===== config.mk =====
export PLATFORM = sky130hd
export DESIGN_NAME = fetch_trap_unit
export DESIGN_NICKNAME = d
export VERILOG_FILES = /design/src/rtl/fetch_trap_unit_pkg.sv /design/src/rtl/fetch_trap_unit_next_pc_calc.sv /design/src/rtl/fetch_trap_unit.sv
export SDC_FILE = /design/constraint.sdc
export NUM_CORES = 1
export LEC_CHECK = 0
export ABC_CLOCK_PERIOD_IN_PS = 3000
export BUFFER_PORTS_ARGS = -buffer_cell sky130_fd_sc_hd__buf_2
export CORE_AREA = 2 2 124 126
export DETAILED_ROUTE_END_ITERATION = 10
export DIE_AREA = 0 0 126 128
export PLACE_DENSITY = 0.74
export SETUP_SLACK_MARGIN = 0.05
export SLEW_MARGIN = 20
export SYNTH_ARGS = -nofsm -noshare
export SYNTH_HDL_FRONTEND = slang
export SYNTH_SLANG_ARGS = --single-unit

===== constraint.sdc =====
create_clock -name clk -period 3 [get_ports clk]
set_clock_uncertainty 0.05 [all_clocks]
set_input_delay 0.3 -clock clk [delete_from_list [all_inputs] [get_ports clk]]
set_output_delay 0.3 -clock clk [all_outputs]
set_load 0.01 [all_outputs]

===== src/rtl/fetch_trap_unit_pkg.sv =====
// ----------------------------------------------------------------------------
// fetch_trap_unit_pkg
//   Shared constants for the fetch/trap control unit: FSM state encoding,
//   next-PC select codes, the NOP instruction held out of reset, and the
//   trap cause code raised internally for misaligned control transfers.
// ----------------------------------------------------------------------------
package fetch_trap_unit_pkg;

    // FSM state encoding (plain vectors so legacy tools accept them)
    typedef logic [1:0] fsm_state_t;

    localparam logic [1:0] ST_RESET = 2'b00;
    localparam logic [1:0] ST_FETCH = 2'b01;
    localparam logic [1:0] ST_EXEC  = 2'b10;
    localparam logic [1:0] ST_TRAP  = 2'b11;

    // Next-PC select codes driven by the core
    typedef logic [1:0] pc_sel_t;

    localparam logic [1:0] PCSEL_PLUS4 = 2'b00;
    localparam logic [1:0] PCSEL_IMM   = 2'b01;
    localparam logic [1:0] PCSEL_JALR  = 2'b10;
    localparam logic [1:0] PCSEL_MRET  = 2'b11;

    // addi x0, x0, 0
    localparam logic [31:0] INSTR_NOP = 32'h0000_0013;

    // Cause code raised by the unit itself
    localparam logic [3:0] CAUSE_INSTR_MISALIGNED = 4'd0;

endpackage : fetch_trap_unit_pkg


===== src/rtl/fetch_trap_unit_next_pc_calc.sv =====
// ----------------------------------------------------------------------------
// next_pc_calc
//   Purely combinational next-PC selection for the fetch/trap unit.
//   All targets are truncated to PC_W bits, so pc+4 and pc+imm wrap modulo
//   2^PC_W. The jalr target has bit 0 cleared before use. A selected target
//   with bit 1 set is flagged as instruction-address-misaligned.
//   Assumes PC_W < XLEN.
//
// Ports
//   pc_i          current PC
//   pc_sel_i      00 pc+4, 01 pc+imm, 10 jalr_target, 11 mepc
//   imm_i         branch/jal offset (only the low PC_W bits matter)
//   jalr_target_i rs1+imm from the ALU
//   mepc_i        saved exception PC (mret target)
//   pc_plus4_o    pc+4, PC_W bits, wrapping
//   next_pc_o     selected target
//   misaligned_o  selected target is not 4-byte aligned
// ----------------------------------------------------------------------------
module next_pc_calc
    import fetch_trap_unit_pkg::*;
#(
    parameter int PC_W = 16,
    parameter int XLEN = 32
) (
    input  logic [PC_W-1:0] pc_i,
    input  logic [1:0]      pc_sel_i,
    input  logic [XLEN-1:0] imm_i,
    input  logic [XLEN-1:0] jalr_target_i,
    input  logic [PC_W-1:0] mepc_i,
    output logic [PC_W-1:0] pc_plus4_o,
    output logic [PC_W-1:0] next_pc_o,
    output logic            misaligned_o
);

    // Upper operand bits fall outside the PC width and are intentionally
    // dropped; jalr bit 0 is always forced to zero.
    logic unused_hi;
    assign unused_hi = ^{imm_i[XLEN-1:PC_W], jalr_target_i[XLEN-1:PC_W],
                         jalr_target_i[0]};

    assign pc_plus4_o = pc_i + PC_W'(4);

    always_comb begin
        next_pc_o = pc_plus4_o;
        case (pc_sel_i)
            PCSEL_PLUS4: next_pc_o = pc_plus4_o;
            PCSEL_IMM:   next_pc_o = pc_i + imm_i[PC_W-1:0];
            PCSEL_JALR:  next_pc_o = {jalr_target_i[PC_W-1:1], 1'b0};
            PCSEL_MRET:  next_pc_o = mepc_i;
            default:     next_pc_o = pc_plus4_o;
        endcase
    end

    // Bit 0 is already clear for every target, so bit 1 alone decides.
    assign misaligned_o = next_pc_o[1];

endmodule : next_pc_calc


===== src/rtl/fetch_trap_unit.sv =====
// ----------------------------------------------------------------------------
// fetch_trap_unit
//   Instruction fetch sequencer with machine-mode trap handling for a small
//   multi-cycle core. FSM: RESET -> FETCH -> EXEC -> (FETCH | TRAP -> FETCH).
//   FETCH requests imem at pc and waits any number of cycles for imem_ack;
//   EXEC presents the latched instruction until the core signals exec_done,
//   at which point the next PC is taken or a trap is entered. TRAP saves
//   mepc/mcause and redirects the PC to mtvec.
//
// Ports
//   clk, rst_n          clock; asynchronous active-low reset
//   imem_req/addr       fetch request and address (addr == pc)
//   imem_ack/rdata      fetch data valid / instruction word
//   instr, instr_valid  held instruction and its valid (EXEC only)
//   exec_done           core finished; pc_sel/imm/jalr_target/trap_* valid
//   pc_sel              00 pc+4, 01 pc+imm, 10 jalr_target, 11 mret
//   imm, jalr_target    branch offset, ALU jalr target
//   trap_req/cause      synchronous exception from the core
//   mtvec_we/wdata      CSR write of mtvec (honoured in every state)
//   pc, pc_plus4        current PC, zero-extended pc+4 for link write-back
//   mepc, mcause, mtvec trap CSRs
// ----------------------------------------------------------------------------
module fetch_trap_unit
    import fetch_trap_unit_pkg::*;
#(
    parameter int               PC_W       = 16,
    parameter int               XLEN       = 32,
    parameter logic [PC_W-1:0]  RESET_ADDR = '0,
    parameter logic [XLEN-1:0]  MTVEC_RST  = '0
) (
    input  logic            clk,
    input  logic            rst_n,
    output logic            imem_req,
    output logic [PC_W-1:0] imem_addr,
    input  logic            imem_ack,
    input  logic [31:0]     imem_rdata,
    output logic [31:0]     instr,
    output logic            instr_valid,
    input  logic            exec_done,
    input  logic [1:0]      pc_sel,
    input  logic [XLEN-1:0] imm,
    input  logic [XLEN-1:0] jalr_target,
    input  logic            trap_req,
    input  logic [3:0]      trap_cause,
    input  logic            mtvec_we,
    input  logic [XLEN-1:0] mtvec_wdata,
    output logic [PC_W-1:0] pc,
    output logic [XLEN-1:0] pc_plus4,
    output logic [PC_W-1:0] mepc,
    output logic [XLEN-1:0] mcause,
    output logic [XLEN-1:0] mtvec
);

    fsm_state_t      state_q, state_d;
    logic [PC_W-1:0] pc_q, pc_d;
    logic [31:0]     instr_q, instr_d;
    logic [PC_W-1:0] mepc_q, mepc_d;
    logic [XLEN-1:0] mcause_q, mcause_d;
    logic [XLEN-1:0] mtvec_q, mtvec_d;
    logic [3:0]      cause_q, cause_d;   // cause captured on TRAP entry

    logic [PC_W-1:0] pc_inc;
    logic [PC_W-1:0] next_pc;
    logic            misaligned;

    next_pc_calc #(
        .PC_W (PC_W),
        .XLEN (XLEN)
    ) u_next_pc_calc (
        .pc_i          (pc_q),
        .pc_sel_i      (pc_sel),
        .imm_i         (imm),
        .jalr_target_i (jalr_target),
        .mepc_i        (mepc_q),
        .pc_plus4_o    (pc_inc),
        .next_pc_o     (next_pc),
        .misaligned_o  (misaligned)
    );

    always_comb begin
        state_d  = state_q;
        pc_d     = pc_q;
        instr_d  = instr_q;
        mepc_d   = mepc_q;
        mcause_d = mcause_q;
        cause_d  = cause_q;
        // mtvec_d doubles as the bypassed value so a write landing in the
        // TRAP cycle itself is still the vector used.
        mtvec_d  = mtvec_we ? mtvec_wdata : mtvec_q;

        case (state_q)
            ST_RESET: begin
                state_d = ST_FETCH;
            end

            ST_FETCH: begin
                if (imem_ack) begin
                    instr_d = imem_rdata;
                    state_d = ST_EXEC;
                end
            end

            ST_EXEC: begin
                if (exec_done) begin
                    // pc holds its value on trap entry; it is the faulting pc.
                    if (trap_req) begin
                        cause_d = trap_cause;
                        state_d = ST_TRAP;
                    end else if (misaligned) begin
                        cause_d = CAUSE_INSTR_MISALIGNED;
                        state_d = ST_TRAP;
                    end else begin
                        pc_d    = next_pc;
                        state_d = ST_FETCH;
                    end
                end
            end

            ST_TRAP: begin
                mepc_d   = pc_q;
                mcause_d = XLEN'(cause_q);
                pc_d     = {mtvec_d[PC_W-1:2], 2'b00};
                state_d  = ST_FETCH;
            end

            default: begin
                state_d = ST_RESET;
            end
        endcase
    end

    always_ff @(posedge clk or negedge rst_n) begin
        if (!rst_n) begin
            state_q  <= ST_RESET;
            pc_q     <= RESET_ADDR;
            instr_q  <= INSTR_NOP;
            mepc_q   <= '0;
            mcause_q <= '0;
            mtvec_q  <= MTVEC_RST;
            cause_q  <= '0;
        end else begin
            state_q  <= state_d;
            pc_q     <= pc_d;
            instr_q  <= instr_d;
            mepc_q   <= mepc_d;
            mcause_q <= mcause_d;
            mtvec_q  <= mtvec_d;
            cause_q  <= cause_d;
        end
    end

    assign imem_req    = (state_q == ST_FETCH);
    assign imem_addr   = pc_q;
    assign instr       = instr_q;
    assign instr_valid = (state_q == ST_EXEC);
    assign pc          = pc_q;
    assign pc_plus4    = XLEN'(pc_inc);
    assign mepc        = mepc_q;
    assign mcause      = mcause_q;
    assign mtvec       = mtvec_q;

endmodule : fetch_trap_unit


==> results of run 1 <==
-- worst max path at each step --
stage / start / endpoint / slack (ns) / cells past startpoint
6_report: imem_addr[0] / imem_addr[13] / 0.40 / 8
2_1_floorplan: imem_addr[0] / imem_addr[15] / 0.77 / 8
3_5_place_dp: imem_addr[0] / imem_addr[13] / 0.42 / 8
5_1_grt: imem_addr[0] / imem_addr[15] / 0.27 / 8
4_1_cts: imem_addr[0] / imem_addr[15] / 0.40 / 8
3_3_place_gp: imem_addr[0] / imem_addr[15] / 0.47 / 8
-- registers in the layout, summed over array words and instances, names as in the netlist --
register and cells:
mcause 4, imem_addr 15, instr 32, mepc 15, cause_q 4, state_q 2
mtvec 32
-- metal layers --
| metal | vias to the layer above | routed length (µm) |
|---|---|---|
| met5 | - | 0 |
| met4 | 0 | 227 |
| met3 | 23 | 1354 |
| met2 | 262 | 8261 |
| met1 | 2388 | 7219 |
| li1 | 2335 | - |
-- worst max-delay path: cells and delay by family, from the launching register on --
| family | cells | cell delay (ns) |
|---|---|---|
| AOI/OAI and AO/OA | 6 | 1.40 |
| adders and majority gates | 2 | 0.56 |
| DFF | 1 | 0.46 |
-- area by class of cell --
cell class | instances | area (µm²)
diodes | 1 | 2.502
multi-input cells | 403 | 2888
inverters | 14 | 52.55
clock inverters | 5 | 33.78
flip-flops and latches | 104 | 2606
repair buffers | 250 | 1289
fillers | 1416 | 7528
well taps | 188 | 235.2
clock buffers | 10 | 229.0
-- cell usage after synthesis (7+ instances only) --
cell type and n:
nand2_1 79, mux2_2 65, clkbuf_1 10, buf_2 9
xnor2_1 13, a221o_1 7, o21ai_1 9, inv_1 14
dfrtp_1 101, a21oi_1 23, o21ai_0 17, ha_1 20
nand3_1 16, buf_4 64, nor2_1 9
-- power groups by stage --
stage / Combinational (mW) / Clock [mW] / Sequential (mW)
2_1_floorplan: 2.11 / 0 / 2.54
3_3_place_gp: 3.46 / 0 / 2.33
3_5_place_dp: 3.50 / 0 / 2.36
4_1_cts: 3.52 / 1.12 / 2.34
5_1_grt: 3.82 / 1.16 / 2.41
6_report: 3.51 / 1.08 / 2.34
-- cells by family (layout without fill, tap and decap cells) --
logic type	Yosys count	count (layout)	share of synthesized area [%]
fa+ha+maj	20	20	4.188
other cells	1	49	0.06277
xor+xnor	19	19	3.037
flops	104	104	43.62
simple gates	131	131	10.72
compound gates	120	120	15.12
buf+inv	102	279	10.99
mux	65	65	12.25
==> qor.yml, run 1 <==
run_status:
  status: "finished, final reports clean"
worst_setup_path:
  cpMostUsedCell: "ha_1"
  critPathArrivalTime_ns: 2.78
  critPathLaunchType: "flop"
  worstReg2RegStart: "imem_addr[0]"
  worstPathMaxFanout: 16
  rr_endpoint: "imem_addr[13]"
  critical_path.cell_chain: "ha_1 > ha_1 > a22o_4 > a21oi_4 > a31oi_4 > a22o_1 > a221oi_2 > o21ai_2"
  cp_slowest_cell: "dfrtp_1"
  endpoint_kind: "flop"
  worstRegToRegCells: 8
  crit_type: "flop to flop"
  slowest_delay_ns: 0.46
  reg2reg_slack_ns: 0.40
  required_ns: 3.17
final_layout:
  syn2layout_area_growth_pct: 22.79
  drive_gt1_share_pct: 45.17
  finish.utilization_pct: 49.35
  layout_commonest_cell: "buf_2"
  final_area_um2: 7336
  final_cell_mix: "buf_2 (235), dfrtp_1 (101), nand2_1 (79), mux2_2 (65), conb_1 (48)"
  fin_nets: 942
  stdcell_count: 975
sta:
  max_freq_mhz: 383.9
  finalWorstSetupSlack_ns: 0.3953
  tightest_slew_ns: 0.9180
  finalCriticalPeriod_ns: 2.605
  rsz0062_at_grt: "false"
  drv_slew: 0
  relSlewSlack_pct: 38.80
  hold_viol: 0
  tns_ns: 0
  finalSetupViolCount: 0
  fin_hold_ws_ns: 0.04145
  fin_crit_sh_pct: 86.82
synth:
  syn_area_um2: 5974
  async_flop_share_pct: 100.0
  synth-seq-area-share_pct: 43.62
  yosys.area.top_type: "dfrtp_1"
  yosysTopAreaCellShare_pct: 42.30
  synth_edf_count: 0
  yosys_warnings: 0
  synth_ff_type: "dfrtp_1"
  synth-seq-cells: 104
  synth_area_leaders: "dfrtp_1 (42%), mux2_2 (12%), buf_4 (8.0%), nand2_1 (5.0%), ha_1 (4.2%)"
  synth_cell_type_count: 71
  synth.avg_cell_area_um2: 10.63
  syn_inst: 562
clocking:
  cts_sinks: 104
  post_cts_buffers: 0
  ctsLongestPathBuffers: 2
  cts_tree: "built"
  ctsResizeCount: 0
  clkLatencyLatePin_ns: 0.34
  h-tree-depth: 3
  cts_root_buffer: "clkbuf_16"
  cts.clk_slew.worst_paths_ns: 0.07
  cts_buffers: 9
  cts_hold_buf: 0
pwr:
  internal_power_mw: 3.969
  seqPwrFrac_pct: 33.7
  power.density_nw_per_um2: 944.1
  power.total_mw: 6.926
  power_frac_clock_pct: 15.6
  ir_drop_mv: 0.4723
  switching_share_pct: 42.69
  switchingPower_mw: 2.957
  p_leak_nw: 3.701
  combPwrFrac_pct: 50.7
routing:
  drt_iter0_markers: 343
  drt_wl_total_um: 17060
  wl_per_cell_um: 17.50
  via_per_inst: 5.136
  vias: 5008
  drc: 0
  dr.pass1.iters: 5
  ant_nets: 0
global_routing:
  grt_antenna_before_repair: 1
  grt.overflow.total: 0
  grt-busiest-layer: "met2"
  grt_max_degree: 74
  grtUsageMet2_pct: 34.09
  grt_pass1_vias: 4765
  grt_first_pass_wirelength_um: 25850
  grtUsageTotal_pct: 20.55
  grtUsageMet3_pct: 4.215
  grtUsageMet1_pct: 27.49
die:
  die_w_um: 126
  start_util_pct: 40.19
  die_area_um2: 16130
  ios: 318
  die_h_um: 128
  fp-row-count: 45
  core_um2: 14860
placed_design:
  place_congestion: 0.8603
  numPlacedInstances: 959
  dpl-instance-area_um2: 7071
  hpwl_um: 13010
  dpl_worst_slack_ns: 0.4173
  port_buffers: 236
worst_hold_path:
  hold_path_class: "input pin to async pin"
job:
  max-cap-violations: 0
Power figures use the tool's default switching activity.
==> inputs of run 2 (changes only) <==
ABC_AREA = 1   (was unset)
ABC_CLOCK_PERIOD_IN_PS = 3300   (was 3000)
CORE_AREA = 2 2 125 127   (was 2 2 124 126)
DIE_AREA = 0 0 127 129   (was 0 0 126 128)
PLACE_DENSITY = 0.75   (was 0.74)
SETUP_SLACK_MARGIN = unset   (was 0.05)
clock period = 3.3 ns   (was 3 ns; I/O delays follow)
==> run 2 against run 1 <==
Via count is 11% higher. Area after synthesis is 3.6% higher. Global-route usage is 1.0 points higher. Sequential share of layout area is 0.91 points lower. Worst hold slack worse by 0.015 ns. Sequential cell count stayed put. Register-to-register slack better by 0.33 ns. Total power is 7.7% lower. Critical endpoint is now imem_addr[14]. Largest cell class unchanged.
==> qor.yml, run 2 <==
synth:
  synth-simple-area-share_pct: 24.09  # was 10.72%
  synth_edf_count: 0  # unchanged
  syn_area_um2: 6191  # was 5974 µm²
  synth-seq-cells: 104  # unchanged
  synth_top_family_by_area: "simple AND/OR/NAND/NOR gates"  # was compound AO/OA/AOI/OAI gates
  synth_ff_type: "dfrtp_1"  # unchanged
  synthMuxAreaShare_pct: 6.144  # was 12.25%
  synth_area_leaders: "dfrtp_1 (41%), nand2_1 (16%), buf_4 (7.9%), mux2_2 (5.8%), inv_1 (4.1%)"  # was dfrtp_1 (42%), mux2_2 (12%), buf_4 (8.0%), nand2_1 (5.0%), ha_1 (4.2%)
  synth_fa_ha_area_share_pct: 4.042  # was 4.188%
  yosysMostFrequentCell: "nand2_1"  # was dfrtp_1
  synth_cell_type_count: 42  # was 71
  synth-seq-area-share_pct: 42.10  # was 43.62%
  yosysTopAreaCellShare_pct: 40.82  # was 42.30%
  syn_inst: 760  # was 562
  yosys.area.top_type: "dfrtp_1"  # unchanged
  async_flop_share_pct: 100.0  # unchanged
  synth_common_cells: "nand2_1 (266), dfrtp_1 (101), inv_1 (67), buf_4 (65), o21ai_0 (35)"  # was dfrtp_1 (101), nand2_1 (79), mux2_2 (65), buf_4 (64), a21oi_1 (23)
  yosys_warnings: 0  # unchanged
  synth.avg_cell_area_um2: 8.146  # was 10.63 µm²
  synth_compound_area_share_pct: 8.286  # was 15.12%
  synth_xor_area_share_pct: 0.9903  # was 3.037%
clocking:
  ctsResizeCount: 0  # unchanged
  post_cts_buffers: 0  # unchanged
  ctsLongestPathBuffers: 2  # unchanged
  cts_sinks: 104  # unchanged
  cts_hold_buf: 0  # unchanged
  cts_tree: "built"  # unchanged
  cts_buffers: 9  # unchanged
  cts_root_buffer: "clkbuf_16"  # unchanged
  clkLatencyLatePin_ns: 0.34  # about the same
  h-tree-depth: 3  # unchanged
  cts.clk_slew.worst_paths_ns: 0.08  # was 0.07 ns
routing:
  drt_iter0_markers: 231  # was 343
  drc: 0  # unchanged
  wl_met2_um: 8684  # was 8261 µm
  drt_wl_total_um: 17980  # was 17060 µm
  wl_per_cell_um: 15.42  # was 17.50 µm
  dr.pass1.iters: 4  # was 5
  vias: 5583  # was 5008
  wl_met3_um: 1464  # was 1354 µm
  via_per_inst: 4.788  # was 5.136
  ant_nets: 0  # unchanged
  highest_layer: "met5"  # was met4
  drt-met1-wl_um: 7730  # was 7219 µm
worst_setup_path:
  crit_start: "imem_addr[0]"  # unchanged
  worstPathMaxFanout: 25  # was 16
  slowest_delay_ns: 0.47  # was 0.46 ns
  critPathArrivalTime_ns: 2.79  # was 2.78 ns
  required_ns: 3.52  # was 3.17 ns
  endpoint_kind: "flop"  # unchanged
  critPathLaunchType: "flop"  # unchanged
  worstReg2RegStart: "imem_addr[0]"  # unchanged
  critical_path.cell_chain: "ha_1 > ha_1 > nand2_1 > a21oi_1 > o21ai_2 > nand3_2 > a31oi_1 > nand2_1 > nand2_1"  # was ha_1 > ha_1 > a22o_4 > a21oi_4 > a31oi_4 > a22o_1 > a221oi_2 > o21ai_2
  cp_slowest_cell: "nand3_2"  # was dfrtp_1
  cpMostUsedCell: "nand2_1"  # was ha_1
  crit_type: "flop to flop"  # unchanged
sta:
  tns_ns: 0  # unchanged
  rsz0062_at_grt: "false"  # unchanged
  relSlewSlack_pct: 46.50  # was 38.80%
  finalCriticalPeriod_ns: 2.572  # was 2.605 ns
  max_freq_mhz: 388.8  # was 383.9 MHz
  hold_viol: 0  # unchanged
  tightest_slew_ns: 0.8025  # was 0.9180 ns
  fin_crit_sh_pct: 77.95  # was 86.82%
  drv_slew: 0  # unchanged
  finalSetupViolCount: 0  # unchanged
final_layout:
  syn2layout_area_growth_pct: 21.60  # was 22.79%
  fillCellCount: 1485  # was 1416
  fin_nets: 1132  # was 942
  multiInputGateArea_um2: 2877  # was 2888 µm²
  layout_commonest_cell: "nand2_1"  # was buf_2
  drive_gt1_share_pct: 31.73  # was 45.17%
  regArea_um2: 2606  # unchanged
  final_cell_mix: "nand2_1 (266), buf_2 (235), dfrtp_1 (101), inv_1 (67), conb_1 (48)"  # was buf_2 (235), dfrtp_1 (101), nand2_1 (79), mux2_2 (65), conb_1 (48)
global_routing:
  grt.overflow.total: 0  # unchanged
  grt_pass1_vias: 5387  # was 4765
  grtUsageTotal_pct: 21.58  # was 20.55%
  grt_antenna_before_repair: 1  # unchanged
  grt_first_pass_wirelength_um: 27570  # was 25850 µm
  grt_max_degree: 60  # was 74
pwr:
  power_frac_clock_pct: 17.3  # was 15.6%
  internal_power_mw: 3.561  # was 3.969 mW
  seqPwrFrac_pct: 34.6  # was 33.7%
  power.total_mw: 6.390  # was 6.926 mW
  combPwrFrac_pct: 48.1  # was 50.7%
  p_leak_nw: 4.244  # was 3.701 nW
  switching_share_pct: 44.26  # was 42.69%
  switchingPower_mw: 2.828  # was 2.957 mW
  ir_drop_mv: 0.5006  # was 0.4723 mV
  power.density_nw_per_um2: 848.8  # was 944.1 nW/µm²
placed_design:
  hpwl_um: 14090  # was 13010 µm
  place_congestion: 0.8605  # was 0.8603
  port_buffers: 236  # unchanged
run_status:
  status: "finished, final reports clean"  # unchanged
die:
  die_area_um2: 16380  # was 16130 µm²
  fp-row-count: 45  # unchanged
  core_um2: 14980  # was 14860 µm²
  die_h_um: 129  # was 128 µm
  ios: 318  # unchanged
  start_util_pct: 41.34  # was 40.19%
  die_w_um: 127  # was 126 µm
worst_hold_path:
  hold_path_class: "input pin to async pin"  # unchanged
job:
  max-cap-violations: 0  # unchanged
[run 2: metrics by stage]
step	area [µm²]	utilization [%]	instances	setup slack [ns]	hold WS [ns]
floorplan	6367	-	807	1.416	-0.01559
finish	7528	50.27	1166	0.7277	0.02631
global route	7526	50.25	1165	0.5079	0.08386
CTS	7526	50.25	1165	0.6463	0.04491
global placement	7222	48.22	1149	0.6856	0.4002
detailed placement	7222	48.22	1149	0.5912	0.4080
[run 2: layout make-up]
| class | count | share of cell area (%) |
|---|---|---|
| Multi-Input combinational cell | 545 | 38.21 |
| Sequential cell | 104 | 34.62 |
| Timing Repair Buffer | 242 | 16.49 |
| Inverter | 70 | 3.490 |
| Tap cell | 188 | 3.124 |
| Clock buffer | 9 | 2.992 |
| Clock inverter | 7 | 1.047 |
| Antenna cell | 1 | 0.03324 |
[run 2: final timing paths]
path                       cells after the start  slack, ns            end
setup / recovery                               9       0.73  imem_addr[14]
setup reg to reg                               9       0.73  imem_addr[14]
max in group asynchronous                      2       2.40       instr[1]
hold / removal                                 1       0.03      mtvec[26]
hold reg to reg                                2       0.42      mtvec[20]
min in group clk                               3       0.14      mtvec[18]
[run 2: power by group through the flow]
| stage | sequential (mW) | clock, mW | combinational (mW) |
|---|---|---|---|
| 6_report | 2.21 | 1.10 | 3.07 |
| 5_1_grt | 2.28 | 1.18 | 3.45 |
| 4_1_cts | 2.22 | 1.13 | 3.10 |
| 3_5_place_dp | 2.23 | 0 | 3.09 |
| 3_3_place_gp | 2.22 | 0 | 3.04 |
| 2_1_floorplan | 2.32 | 0 | 1.95 |
[run 2: worst max-delay path: cells and delay by family, from the launching register on]
kind | cells | cell delay (ns)
AO/OA/AOI/OAI | 3 | 0.81
flip-flops | 1 | 0.42
AND/OR/NAND/NOR | 4 | 0.68
adder cells (fa/ha/maj) | 2 | 0.53
[run 2: kinds of logic (layout without fill, tap and decap cells)]
group | Yosys count | in the layout
and+or+nand+nor | 349 | 349
buffers and inverters | 158 | 328
DFF | 104 | 104
AOI/OAI and AO/OA | 87 | 87
muxes | 34 | 34
adders and majority gates | 20 | 20
xor gates and xnor gates | 7 | 7
other | 1 | 49
[run 2: layer usage]
metal / up-vias / global-route usage [%]
li1: 2764 / -
met1: 2591 / 27.37
met2: 218 / 37.86
met3: 8 / 5.572
met4: 2 / 3.814
met5: - / 0
==> inputs of run 3 (changes only) <==
ABC_AREA = 0   (was 1)
ABC_CLOCK_PERIOD_IN_PS = 2400   (was 3300)
CORE_AREA = 2 2 124 126   (was 2 2 125 127)
DIE_AREA = 0 0 126 128   (was 0 0 127 129)
PLACE_DENSITY = 0.74   (was 0.75)
clock period = 2.4 ns   (was 3.3 ns; I/O delays follow)
==> run 3 against run 2 <==
Register-to-register slack got worse by 0.59 ns. Sequential cell count did not move. Die area fell by 1.6%. Total power rose by 41%. Fmax rose by 14%. Clock power rose by 39%. Critical path type unchanged. Critical endpoint is now imem_addr[0]. Highest routed layer unchanged.
==> qor.yml, run 3 (synthesis gave the netlist of run 1 again) <==
run_status:
  status: "finished, final reports clean"  # unchanged
final_layout:
  fillCellCount: 1406  # was 1485
  antenna_cells: 0  # was 1
  fin_nets: 959  # was 1132
  layout_commonest_cell: "buf_2"  # was nand2_1
  syn2layout_area_growth_pct: 26.12  # was 21.60%
  final_cell_mix: "buf_2 (235), dfrtp_1 (101), nand2_1 (79), mux2_2 (65), conb_1 (48)"  # was nand2_1 (266), buf_2 (235), dfrtp_1 (101), inv_1 (67), conb_1 (48)
  drive_gt1_share_pct: 46.27  # was 31.73%
sta:
  max_freq_mhz: 442.0  # was 388.8 MHz
  drv_slew: 0  # unchanged
  tns_ns: 0  # unchanged
  rsz0062_at_grt: "false"  # unchanged
  tightest_slew_ns: 0.7449  # was 0.8025 ns
  finalCriticalPeriod_ns: 2.263  # was 2.572 ns
  hold_viol: 0  # unchanged
  finalSetupViolCount: 0  # unchanged
  relSlewSlack_pct: 50.34  # was 46.50%
  fin_hold_ws_ns: 0.05801  # was 0.02631 ns
  fin_crit_sh_pct: 94.27  # was 77.95%
pwr:
  switchingPower_mw: 3.766  # was 2.828 mW
  switching_share_pct: 41.78  # was 44.26%
  power_frac_clock_pct: 17.0  # was 17.3%
  power.density_nw_per_um2: 1196  # was 848.8 nW/µm²
  combPwrFrac_pct: 52.0  # was 48.1%
  internal_power_mw: 5.248  # was 3.561 mW
  seqPwrFrac_pct: 31.0  # was 34.6%
  ir_drop_mv: 0.4891  # was 0.5006 mV
  p_leak_nw: 3.814  # was 4.244 nW
clocking:
  ctsResizeCount: 0  # unchanged
  cts_tree: "built"  # unchanged
  ctsLongestPathBuffers: 2  # unchanged
  cts_root_buffer: "clkbuf_16"  # unchanged
  clkLatencyLatePin_ns: 0.35  # was 0.34 ns
  h-tree-depth: 3  # unchanged
  cts_sinks: 104  # unchanged
  cts.clk_slew.worst_paths_ns: 0.08  # about the same
  cts_buffers: 9  # unchanged
worst_setup_path:
  cp_slowest_cell: "dfrtp_1"  # was nand3_2
  critPathArrivalTime_ns: 2.51  # was 2.79 ns
  worstRegToRegCells: 8  # was 9
  crit_type: "flop to flop"  # unchanged
  worstReg2RegStart: "imem_addr[0]"  # unchanged
  worstPathMaxFanout: 8  # was 25
  critPathLaunchType: "flop"  # unchanged
  reg2reg_slack_ns: 0.14  # was 0.73 ns
  endpoint_kind: "flop"  # unchanged
  required_ns: 2.65  # was 3.52 ns
  rr_endpoint: "imem_addr[0]"  # was imem_addr[14]
  slowest_delay_ns: 0.38  # was 0.47 ns
  critical_path.cell_chain: "ha_1 > ha_1 > a22o_4 > a21oi_4 > a31o_2 > o31ai_1 > nor4_2 > a21o_1"  # was ha_1 > ha_1 > nand2_1 > a21oi_1 > o21ai_2 > nand3_2 > a31oi_1 > nand2_1 > nand2_1
  cpMostUsedCell: "ha_1"  # was nand2_1
routing:
  ant_nets: 0  # unchanged
  drt_iter0_markers: 369  # was 231
  dr.pass1.iters: 5  # was 4
  wl_per_cell_um: 17.33  # was 15.42 µm
  vias: 5044  # was 5583
  drt_wl_total_um: 17190  # was 17980 µm
  via_per_inst: 5.085  # was 4.788
  drc: 0  # unchanged
die:
  fp-row-count: 45  # unchanged
  start_util_pct: 40.19  # was 41.34%
  die_w_um: 126  # was 127 µm
  core_um2: 14860  # was 14980 µm²
  die_area_um2: 16130  # was 16380 µm²
  ios: 318  # unchanged
  die_h_um: 128  # was 129 µm
worst_hold_path:
  hold_path_class: "input pin to flop"  # was input pin to async pin
  hold_path_end: "instr[11]"
  hold-path-cell-count: 2
  hp-start: "imem_rdata[11]"
placed_design:
  place_congestion: 0.9162  # was 0.8605
  hpwl_um: 13340  # was 14090 µm
  port_buffers: 236  # unchanged
job:
  max-cap-violations: 0  # unchanged
global_routing:
  grt.overflow.total: 0  # unchanged
  grtUsageTotal_pct: 21.39  # was 21.58%
  grt_pass1_vias: 4881  # was 5387
  grt_antenna_before_repair: 1  # unchanged
  grt_max_degree: 59  # was 60
  grt_first_pass_wirelength_um: 26770  # was 27570 µm
## run 3: how the worst max path moves through the flow
stage                            start       endpoint  slack (ns)
final                     imem_addr[0]   imem_addr[0]        0.14
after global routing      imem_addr[0]   imem_addr[2]        0.01
after CTS                 imem_addr[0]   imem_addr[0]        0.14
after detailed placement  imem_addr[0]   imem_addr[0]        0.16
after global placement    imem_addr[4]  imem_addr[15]        0.18
after floorplan           imem_addr[0]  imem_addr[15]        0.17
## run 3: routing by layer
metal,share of wire [%],wire [µm],track usage [%],up-vias
met3,7.5,1288,4.048,22
met1,43,7347,28.86,2416
met5,0.076,13,0,-
li1,-,-,-,2371
met4,2.0,343,7.304,2
met2,48,8197,34.79,233
## run 3: layout make-up
class | instances | area, µm² | area share, %
tap | 188 | 235.2 | 3.122
sequential | 104 | 2606 | 34.59
timing repair buffer | 267 | 1444 | 19.16
inverter | 14 | 52.55 | 0.6974
clock inverter | 6 | 80.08 | 1.063
clock buffer | 10 | 229.0 | 3.039
multi-input combinational | 403 | 2888 | 38.33
## run 3: timing repair
item,in CTS,in global routing
setup buffers,0,0
hold endpoints to repair,43,0
hold buffers,1,0
## run 3: through the flow
stage	utilization [%]	instances	power, mW	setup slack, ns	instance area, µm²
after CTS	50.69	992	9.082	0.1433	7535
final	50.69	992	9.015	0.1375	7535
after global placement	48.54	975	7.426	0.1779	7216
after floorplan	-	609	5.810	0.1656	6151
after global routing	50.69	992	9.638	0.01368	7535
after detailed placement	48.54	975	7.509	0.1640	7216
## run 3: critical path: cells and delay by family, from the launching register on
| kind | cells | cell delay [ns] |
|---|---|---|
| adders and majority gates | 2 | 0.50 |
| and+or+nand+nor | 1 | 0.18 |
| AOI/OAI and AO/OA | 5 | 1.09 |
| DFF | 1 | 0.38 |
## run 3: power groups by stage
| stage | registers [mW] | clock network (mW) | logic (mW) |
|---|---|---|---|
| 2_1_floorplan | 3.18 | 0 | 2.63 |
| 3_3_place_gp | 2.79 | 0 | 4.63 |
| 3_5_place_dp | 2.83 | 0 | 4.68 |
| 4_1_cts | 2.80 | 1.59 | 4.69 |
| 5_1_grt | 2.89 | 1.64 | 5.10 |
| 6_report | 2.80 | 1.53 | 4.69 |
